==> src/rtl/axil_pkg.sv <==
// Shared AXI4-Lite types and helpers for register-style slaves.
package axil_pkg;

  typedef enum logic [1:0] {
    OKAY   = 2'b00,
    EXOKAY = 2'b01,
    SLVERR = 2'b10,
    DECERR = 2'b11
  } axi_resp_t;

  // Number of byte-offset address bits below the word index.
  function automatic int addr_lsb(input int data_width);
    return $clog2(data_width / 8);
  endfunction

endpackage

==> src/rtl/axil_wr_join.sv <==
// AXI4-Lite write-channel join: holds AW and W independently and emits a
// single-cycle commit strobe on the first edge where both are available.
module axil_wr_join #(
  parameter int ADDR_WIDTH = 8,
  parameter int DATA_WIDTH = 32
) (
  input  logic                    clk,
  input  logic                    rst,
  input  logic [ADDR_WIDTH-1:0]   awaddr,
  input  logic                    awvalid,
  output logic                    awready,
  input  logic [DATA_WIDTH-1:0]   wdata,
  input  logic [DATA_WIDTH/8-1:0] wstrb,
  input  logic                    wvalid,
  output logic                    wready,
  input  logic                    bvalid,
  output logic                    commit,
  output logic [ADDR_WIDTH-1:0]   cm_addr,
  output logic [DATA_WIDTH-1:0]   cm_data,
  output logic [DATA_WIDTH/8-1:0] cm_strb
);

  logic                    aw_held_q, aw_held_d;
  logic                    w_held_q, w_held_d;
  logic [ADDR_WIDTH-1:0]   awaddr_q, awaddr_d;
  logic [DATA_WIDTH-1:0]   wdata_q, wdata_d;
  logic [DATA_WIDTH/8-1:0] wstrb_q, wstrb_d;
  logic                    aw_hs, w_hs;

  // Readies drop while a response is pending so at most one write is in flight;
  // gated by reset so every output reads 0 while reset is asserted.
  assign awready = !rst && !aw_held_q && !bvalid;
  assign wready  = !rst && !w_held_q && !bvalid;
  assign aw_hs   = awvalid && awready;
  assign w_hs    = wvalid && wready;

  // Commit as soon as both halves exist, taking live bus values when not held.
  assign commit  = (aw_held_q || aw_hs) && (w_held_q || w_hs);
  assign cm_addr = aw_held_q ? awaddr_q : awaddr;
  assign cm_data = w_held_q ? wdata_q : wdata;
  assign cm_strb = w_held_q ? wstrb_q : wstrb;

  // Next-state for the holding registers.
  always_comb begin
    awaddr_d  = awaddr_q;
    wdata_d   = wdata_q;
    wstrb_d   = wstrb_q;
    aw_held_d = aw_held_q || aw_hs;
    w_held_d  = w_held_q || w_hs;
    if (aw_hs) awaddr_d = awaddr;
    if (w_hs) begin
      wdata_d = wdata;
      wstrb_d = wstrb;
    end
    if (commit) begin
      aw_held_d = 1'b0;
      w_held_d  = 1'b0;
    end
  end

  // Holding-register state.
  always_ff @(posedge clk or posedge rst) begin
    if (rst) begin
      aw_held_q <= 1'b0;
      w_held_q  <= 1'b0;
      awaddr_q  <= '0;
      wdata_q   <= '0;
      wstrb_q   <= '0;
    end else begin
      aw_held_q <= aw_held_d;
      w_held_q  <= w_held_d;
      awaddr_q  <= awaddr_d;
      wdata_q   <= wdata_d;
      wstrb_q   <= wstrb_d;
    end
  end

endmodule

==> src/rtl/axil_regfile_slave.sv <==
// AXI4-Lite register file: RW control registers with byte strobes and write
// pulses, RO registers sourced from status_in, DECERR beyond NUM_REGS.
module axil_regfile_slave
  import axil_pkg::*;
#(
  parameter int                DATA_WIDTH = 32,
  parameter int                ADDR_WIDTH = 8,
  parameter int                NUM_REGS   = 16,
  parameter logic [NUM_REGS-1:0] RO_MASK  = '0
) (
  input  logic                           s1_axi_aclk,
  input  logic                           s1_axi_areset,
  input  logic [ADDR_WIDTH-1:0]          s1_axi_awaddr,
  input  logic                           s1_axi_awvalid,
  output logic                           s1_axi_awready,
  input  logic [DATA_WIDTH-1:0]          s1_axi_wdata,
  input  logic [DATA_WIDTH/8-1:0]        s1_axi_wstrb,
  input  logic                           s1_axi_wvalid,
  output logic                           s1_axi_wready,
  output logic [1:0]                     s1_axi_bresp,
  output logic                           s1_axi_bvalid,
  input  logic                           s1_axi_bready,
  input  logic [ADDR_WIDTH-1:0]          s1_axi_araddr,
  input  logic                           s1_axi_arvalid,
  output logic                           s1_axi_arready,
  output logic [DATA_WIDTH-1:0]          s1_axi_rdata,
  output logic [1:0]                     s1_axi_rresp,
  output logic                           s1_axi_rvalid,
  input  logic                           s1_axi_rready,
  output logic [NUM_REGS*DATA_WIDTH-1:0] reg_out,
  input  logic [NUM_REGS*DATA_WIDTH-1:0] status_in,
  output logic [NUM_REGS-1:0]            reg_wr_pulse
);

  localparam int ADDR_LSB = addr_lsb(DATA_WIDTH);
  localparam int IDX_W    = ADDR_WIDTH - ADDR_LSB;
  localparam int STRB_W   = DATA_WIDTH / 8;

  logic [NUM_REGS-1:0][DATA_WIDTH-1:0] regs_q, regs_d;
  logic [NUM_REGS-1:0]                 pulse_q, pulse_d;
  logic                                bvalid_q, bvalid_d;
  axi_resp_t                           bresp_q, bresp_d;
  logic                                rvalid_q, rvalid_d;
  logic [DATA_WIDTH-1:0]               rdata_q, rdata_d;
  axi_resp_t                           rresp_q, rresp_d;

  logic                  commit;
  logic [ADDR_WIDTH-1:0] cm_addr;
  logic [DATA_WIDTH-1:0] cm_data;
  logic [STRB_W-1:0]     cm_strb;
  logic [IDX_W-1:0]      wr_idx, rd_idx;
  logic                  ar_hs;
  logic                  unused_addr_lsbs;

  axil_wr_join #(.ADDR_WIDTH(ADDR_WIDTH), .DATA_WIDTH(DATA_WIDTH)) u_wr_join (
    .clk     (s1_axi_aclk),
    .rst     (s1_axi_areset),
    .awaddr  (s1_axi_awaddr),
    .awvalid (s1_axi_awvalid),
    .awready (s1_axi_awready),
    .wdata   (s1_axi_wdata),
    .wstrb   (s1_axi_wstrb),
    .wvalid  (s1_axi_wvalid),
    .wready  (s1_axi_wready),
    .bvalid  (bvalid_q),
    .commit  (commit),
    .cm_addr (cm_addr),
    .cm_data (cm_data),
    .cm_strb (cm_strb)
  );

  assign wr_idx           = cm_addr[ADDR_WIDTH-1:ADDR_LSB];
  assign rd_idx           = s1_axi_araddr[ADDR_WIDTH-1:ADDR_LSB];
  assign unused_addr_lsbs = ^{cm_addr[ADDR_LSB-1:0], s1_axi_araddr[ADDR_LSB-1:0]};

  assign s1_axi_arready = !s1_axi_areset && !rvalid_q;
  assign ar_hs          = s1_axi_arvalid && s1_axi_arready;

  assign s1_axi_bvalid = bvalid_q;
  assign s1_axi_bresp  = bresp_q;
  assign s1_axi_rvalid = rvalid_q;
  assign s1_axi_rdata  = rdata_q;
  assign s1_axi_rresp  = rresp_q;
  assign reg_out       = regs_q;
  assign reg_wr_pulse  = pulse_q;

  // Write commit: decode, strobed byte update, pulse and B response.
  always_comb begin
    regs_d   = regs_q;
    pulse_d  = '0;
    bvalid_d = bvalid_q;
    bresp_d  = bresp_q;
    if (bvalid_q && s1_axi_bready) bvalid_d = 1'b0;
    if (commit) begin
      bvalid_d = 1'b1;
      bresp_d  = DECERR;
      for (int i = 0; i < NUM_REGS; i++) begin
        if (32'(wr_idx) == i) begin
          if (RO_MASK[i]) begin
            bresp_d = SLVERR;
          end else begin
            bresp_d    = OKAY;
            pulse_d[i] = 1'b1;
            for (int b = 0; b < STRB_W; b++)
              if (cm_strb[b]) regs_d[i][b*8 +: 8] = cm_data[b*8 +: 8];
          end
        end
      end
    end
  end

  // Read: mux from pre-commit register values (read-old) or live status.
  always_comb begin
    rvalid_d = rvalid_q;
    rdata_d  = rdata_q;
    rresp_d  = rresp_q;
    if (rvalid_q && s1_axi_rready) rvalid_d = 1'b0;
    if (ar_hs) begin
      rvalid_d = 1'b1;
      rdata_d  = '0;
      rresp_d  = DECERR;
      for (int i = 0; i < NUM_REGS; i++) begin
        if (32'(rd_idx) == i) begin
          rresp_d = OKAY;
          rdata_d = RO_MASK[i] ? status_in[i*DATA_WIDTH +: DATA_WIDTH] : regs_q[i];
        end
      end
    end
  end

  // Register file and response channel state.
  always_ff @(posedge s1_axi_aclk or posedge s1_axi_areset) begin
    if (s1_axi_areset) begin
      regs_q   <= '0;
      pulse_q  <= '0;
      bvalid_q <= 1'b0;
      bresp_q  <= OKAY;
      rvalid_q <= 1'b0;
      rdata_q  <= '0;
      rresp_q  <= OKAY;
    end else begin
      regs_q   <= regs_d;
      pulse_q  <= pulse_d;
      bvalid_q <= bvalid_d;
      bresp_q  <= bresp_d;
      rvalid_q <= rvalid_d;
      rdata_q  <= rdata_d;
      rresp_q  <= rresp_d;
    end
  end

endmodule

==> config.mk <==
export PLATFORM = sky130hd
export DESIGN_NAME = axil_regfile_slave
export DESIGN_NICKNAME = d
export VERILOG_FILES = /design/src/rtl/axil_pkg.sv /design/src/rtl/axil_wr_join.sv /design/src/rtl/axil_regfile_slave.sv
export SDC_FILE = /design/constraint.sdc
export NUM_CORES = 1
export LEC_CHECK = 0
export ABC_CLOCK_PERIOD_IN_PS = 27200
export CAP_MARGIN = 10
export CORE_AREA = 2 2 441 443
export CTS_CLUSTER_DIAMETER = 120
export CTS_CLUSTER_SIZE = 14
export DETAILED_ROUTE_END_ITERATION = 8
export DIE_AREA = 0 0 443 445
export REMOVE_ABC_BUFFERS = 1
export SYNTH_ARGS = -nofsm -noshare
export SYNTH_HDL_FRONTEND = slang
export SYNTH_SLANG_ARGS = --single-unit
==> constraint.sdc <==
create_clock -name s1_axi_aclk -period 27.2 [get_ports s1_axi_aclk]
set_input_delay 5.44 -clock s1_axi_aclk [delete_from_list [all_inputs] [get_ports s1_axi_aclk]]
set_output_delay 5.44 -clock s1_axi_aclk [all_outputs]
set_load 0.1 [all_outputs]
Word level (Yosys, flattened, before mapping)
Index checks and enable logic that the tools add are counted.
Word-level totals
  register bits after elaboration: 612
  input port bits: 571
  output and inout bits: 569
Operators by class
  equality and inequality tests: 30
  mux-type cells: 74
  reduce and logical (&&, ||, !) cells: 86
Operator list (number)
  two-way mux 32 bit: 17
  AND reduction 3 bit: 64
  == test 6 x 4 -> 1 bit, second input constant: 16
  two-way mux 2 bit: 32
  == test 6 x 3 -> 1 bit, second input constant: 8
  == test 6 x 2 -> 1 bit, second input constant: 4
  two-way mux 1 bit: 22
  two-way mux 16 bit: 1
  == test 6 x 1 -> 1 bit, second input constant: 2
  logical NOT 6 bit: 2
  logical AND 1 bit: 11
  two-way mux 8 bit: 1
  logical NOT 1 bit: 5
  two-way mux 4 bit: 1
  nonzero test 2 bit: 2
  logical OR 1 bit: 2

Longest topological paths before layout
  depth after elaboration: 18
  depth in mapped cells: 10

By module
A second synthesis with hierarchy kept.
Second synthesis, totals
  cells, all modules: 2127
  area total of the unflattened synthesis: 27989.3 µm²
By module, submodules not included
  axil_regfile_slave: instances 1, cells an instance 1973, area an instance 25677.1 µm², seq. area each 14113.5 µm²
  axil_wr_join: instances 1, cells an instance 154, area an instance 2312.2 µm², seq. area each 1151.1 µm²

Least setup slack after synthesis
Ideal clock, no wire load.
  kind: input -> output
  start point: input port s1_axi_areset
  end point: output port s1_axi_awready
  arrival: 7.534 ns
  data required time: 21.760 ns
  slack: 14.226 ns
  stages on the path: 1
  cells stage by stage: nor3_1
On the way
  longest elaborated chain between the ends: 3
Ends and longest elaborated chain
  from (decl): RTL line axil_regfile_slave.sv:12  | input logic s1_axi_areset,
  logical NOT 1 bit: RTL line axil_wr_join.sv:32  | assign awready = !rst && !aw_held_q && !bvalid;
  logical AND 1 bit (2 in series): RTL line axil_wr_join.sv:32
  to (decl): RTL line axil_regfile_slave.sv:15  | output logic s1_axi_awready,
Every way passes these cells.

Worst setup path after layout
Same ends and word-level chain as after synthesis.

==> out/qor.csv <==
stage,metric,value,unit
timing,relSlewSlack,13.5,%
placed_design,dpl.hpwl,130,mm
route,wl_per_cell,29.2,um
route,drt_iter0_markers,2189,
grt,grt_usage,16.6,%
timing,setup_viol,0,
critical_path,max_stage_delay,1.18,ns
route,routed_wl,170,mm
clock_tree,post_cts_buffers,0,
critical_path,cpMaxStageDelayCell,clkdlybuf4s50_1,
timing,hold_viol,0,
placed_design,gp_congestion,0.884,
clock_tree,numCtsBuffers,52,
power_and_ir_drop,p_leak,14.9,nW
layout,n_fill_cell,21000,
synthesis,synth_top_flop_cell,dfrtp_1,
grt,grt_pass1_wl,222,mm
power_and_ir_drop,peakVddDrop,0.0437,mV
run,max-cap-violations,0,
synthesis,synth_cell_types,74,
floorplan,rows,161,
clock_tree,clk_path_buf_depth,3,
synthesis,yosys.area.top_type,dfrtp_1,
critical_path,worst_path_most_repeated_cell,clkdlybuf4s50_1,
critical_path,critical_path.top_delay_family,buffers and inverters,
timing,fin_skew,0.0191,ns
timing,rsz0062_at_grt,false,
layout,drive_above_1_share,10.0,%
critical_path,rr_startpoint,u_wr_join.w_held_q,
route,drc_errors,0,
synthesis,synth_area_leaders,"dfrtp_1, o21ai_0, nand2_1",
clock_tree,root_buffer,clkbuf_16,
floorplan,start_util,13.9,%
grt,grt-ovfl-total,0,
synthesis,post-synth-top-count-cell,dfrtp_1,
critical_path,critPathLaunchType,primary input,
synthesis,synth_top_area_share,57.2,%
clock_tree,cts_hold_buffers,0,
synthesis,synth_cells,2711,
critical_path,critical_path_class,in2out,
timing,tightest_slew,1.30,ns
clock_tree,htree_levels,2,
synthesis,async_flop_share,100,%
clock_tree,cts-resized-gates,0,
route,vias,24800,
route,firstDrtPassIters,6,
synthesis,yosysWarnings,0,
synthesis,synth_edf_count,0,
layout,nNetsFinal,3837,
timing,fin_hold_ws,0.497,ns
timing,finalCritPeriodShare,47.7,%
clock_tree,cts_tree,yes,
route,viasPerCell,4.26,
clock_tree,clock_latency,0.67,ns
synthesis,yosysSeqAreaShare,57.2,%
critical_path,cp_max_fo,7,
critical_path,crit_buf_inv,2,
hold_path,min_from,s1_axi_rdata[18],
power_and_ir_drop,powerDensity,105,nW/um^2
timing,fmax,77.0,MHz
grt,grt_max_degree,135,
floorplan,io_pins,1140,
layout,regArea,15200,um^2
synthesis,synth_area,26600,um^2
critical_path,cp-startpoint,s1_axi_areset,
clock_tree,clock_sinks,608,
outcome,status,completed,
grt,antenna_found_initial,18,
timing,setup_tns,0,ns
synthesis,ys_top_cells_by_count,"dfrtp_1, nand2_1, o21ai_0",
layout,area_delta_synth_final,40.4,%
critical_path,cp_data_required_time,21.76,ns
route,final_antenna_net_count,0,
critical_path,arrival,7.54,ns
placed_design,portBuffers,623,
timing,period_minus_slack,12.98,ns
floorplan,coreArea,192000,um^2
hold_path,hp-class,reg2reg,
floorplan,dieWidth,443,um
synthesis,avgSynthCellArea,9.81,um^2
critical_path,r2r_setup_slack,22.95,ns
clock_tree,path_clk_slew,0.07,ns
layout,multi_input_area,10700,um^2
critical_path,endpoint_kind,output port,
timing,slew_viol_final,0,
floorplan,die_area,197000,um^2
grt,grt_pass1_vias,23800,
synthesis,synth_seq_cells,608,
floorplan,die_y,445,um
critical_path,worstPathCellList,clkdlybuf4s50_1 > nor3_1 > clkdlybuf4s50_1,
## worst paths after layout
path / endpoint / cells past startpoint
min reg2reg: s1_axi_rdata[18] / 2
max in group asynchronous: s1_axi_rdata[11] / 6
max: s1_axi_awready / 3
max reg2reg: reg_out[326] / 4
min: s1_axi_rdata[18] / 2
min in group asynchronous: s1_axi_bvalid / 2
## worst min-delay path, cell delays in order, from the launching register on
cell and delay, ns:
dfrtp_1 0.34, nand2_1 0.05, nand3_1 0.07
## area by class of cell
| class | count | share of cell area, % |
|---|---|---|
| Tap cell | 2526 | 8.46 |
| Clock inverter | 9 | 0.358 |
| Multi-Input combinational cell | 1890 | 28.6 |
| Timing Repair Buffer | 709 | 18.1 |
| Inverter | 5 | 0.0703 |
| Clock buffer | 56 | 3.61 |
| Antenna cell | 9 | 0.0603 |
| Sequential cell | 608 | 40.7 |
## cell usage in the layout (no fill, tap or decap), drive strengths merged, types with 5 or more instances in the layout
| cell type | instances |
|---|---|
| a22o | 10 |
| o2111a | 7 |
| a211oi | 13 |
| nor4 | 10 |
| clkdlybuf4s50 | 570 |
| a31o | 6 |
| nand3 | 84 |
| o31a | 8 |
| a21boi | 10 |
| mux2 | 53 |
| clkbuf | 56 |
| a31oi | 11 |
| a21oi | 49 |
| inv | 8 |
| buf | 139 |
| nor3 | 47 |
| and2 | 20 |
| a221oi | 41 |
| o32ai | 6 |
| nor3b | 7 |
| o2111ai | 5 |
| or3 | 8 |
| nand2 | 579 |
| dfrtp | 608 |
| a22oi | 31 |
| a221o | 7 |
| o221ai | 29 |
| diode | 9 |
| o21ai | 583 |
| o211ai | 15 |
| o22ai | 44 |
| nor2 | 70 |
| mux2i | 82 |
## cells by family (layout without fill, tap and decap cells)
| logic type | count (synthesis) | after routing | synth area share [%] |
|---|---|---|---|
| buffers and inverters | 213 | 779 | 3.48 |
| other | 0 | 9 | 0 |
| XOR/XNOR | 1 | 1 | 0.0329 |
| AO/OA/AOI/OAI | 903 | 903 | 20.1 |
| multiplexers | 135 | 135 | 5.33 |
| flip-flops | 608 | 608 | 57.2 |
| AND/OR/NAND/NOR | 851 | 851 | 13.9 |
## power by group
group | switching (mW) | internal (mW)
Sequential | 0.182 | 1.08
Clock | 0.376 | 0.363
Combinational | 1.55 | 0.382
Total | 2.10 | 1.83
## registers in the layout, summed over array words and instances (netlist names)
signal,count
reg_out,512
u_wr_join.wstrb_q,4
u_wr_join.awaddr_q,6
u_wr_join.aw_held_q,1
s1_axi_bvalid,1
s1_axi_bresp,1
u_wr_join.wdata_q,32
s1_axi_rvalid,1
s1_axi_rresp,1
s1_axi_rdata,32
reg_wr_pulse,16
u_wr_join.w_held_q,1
## per-layer routing
layer  track usage (%)  routed length, um
met1              17.1              57400
met2              29.8              86400
met3              4.55              13500
met4              10.6              12500
met5                 0                 78
## stage by stage
stage	area [um^2]	util [%]	power (mW)	cells	worst slack, ns
after floorplan	25700	-	2.55	2503	4.74
after global placement	35800	18.7	3.19	5735	14.24
after detailed placement	35800	18.7	3.21	5735	14.24
after CTS	37300	19.4	3.96	5800	14.23
after global routing	37400	19.5	4.05	5807	14.17
final	37400	19.5	3.93	5812	14.22
No activity file was read; power rests on OpenSTA's default activity.
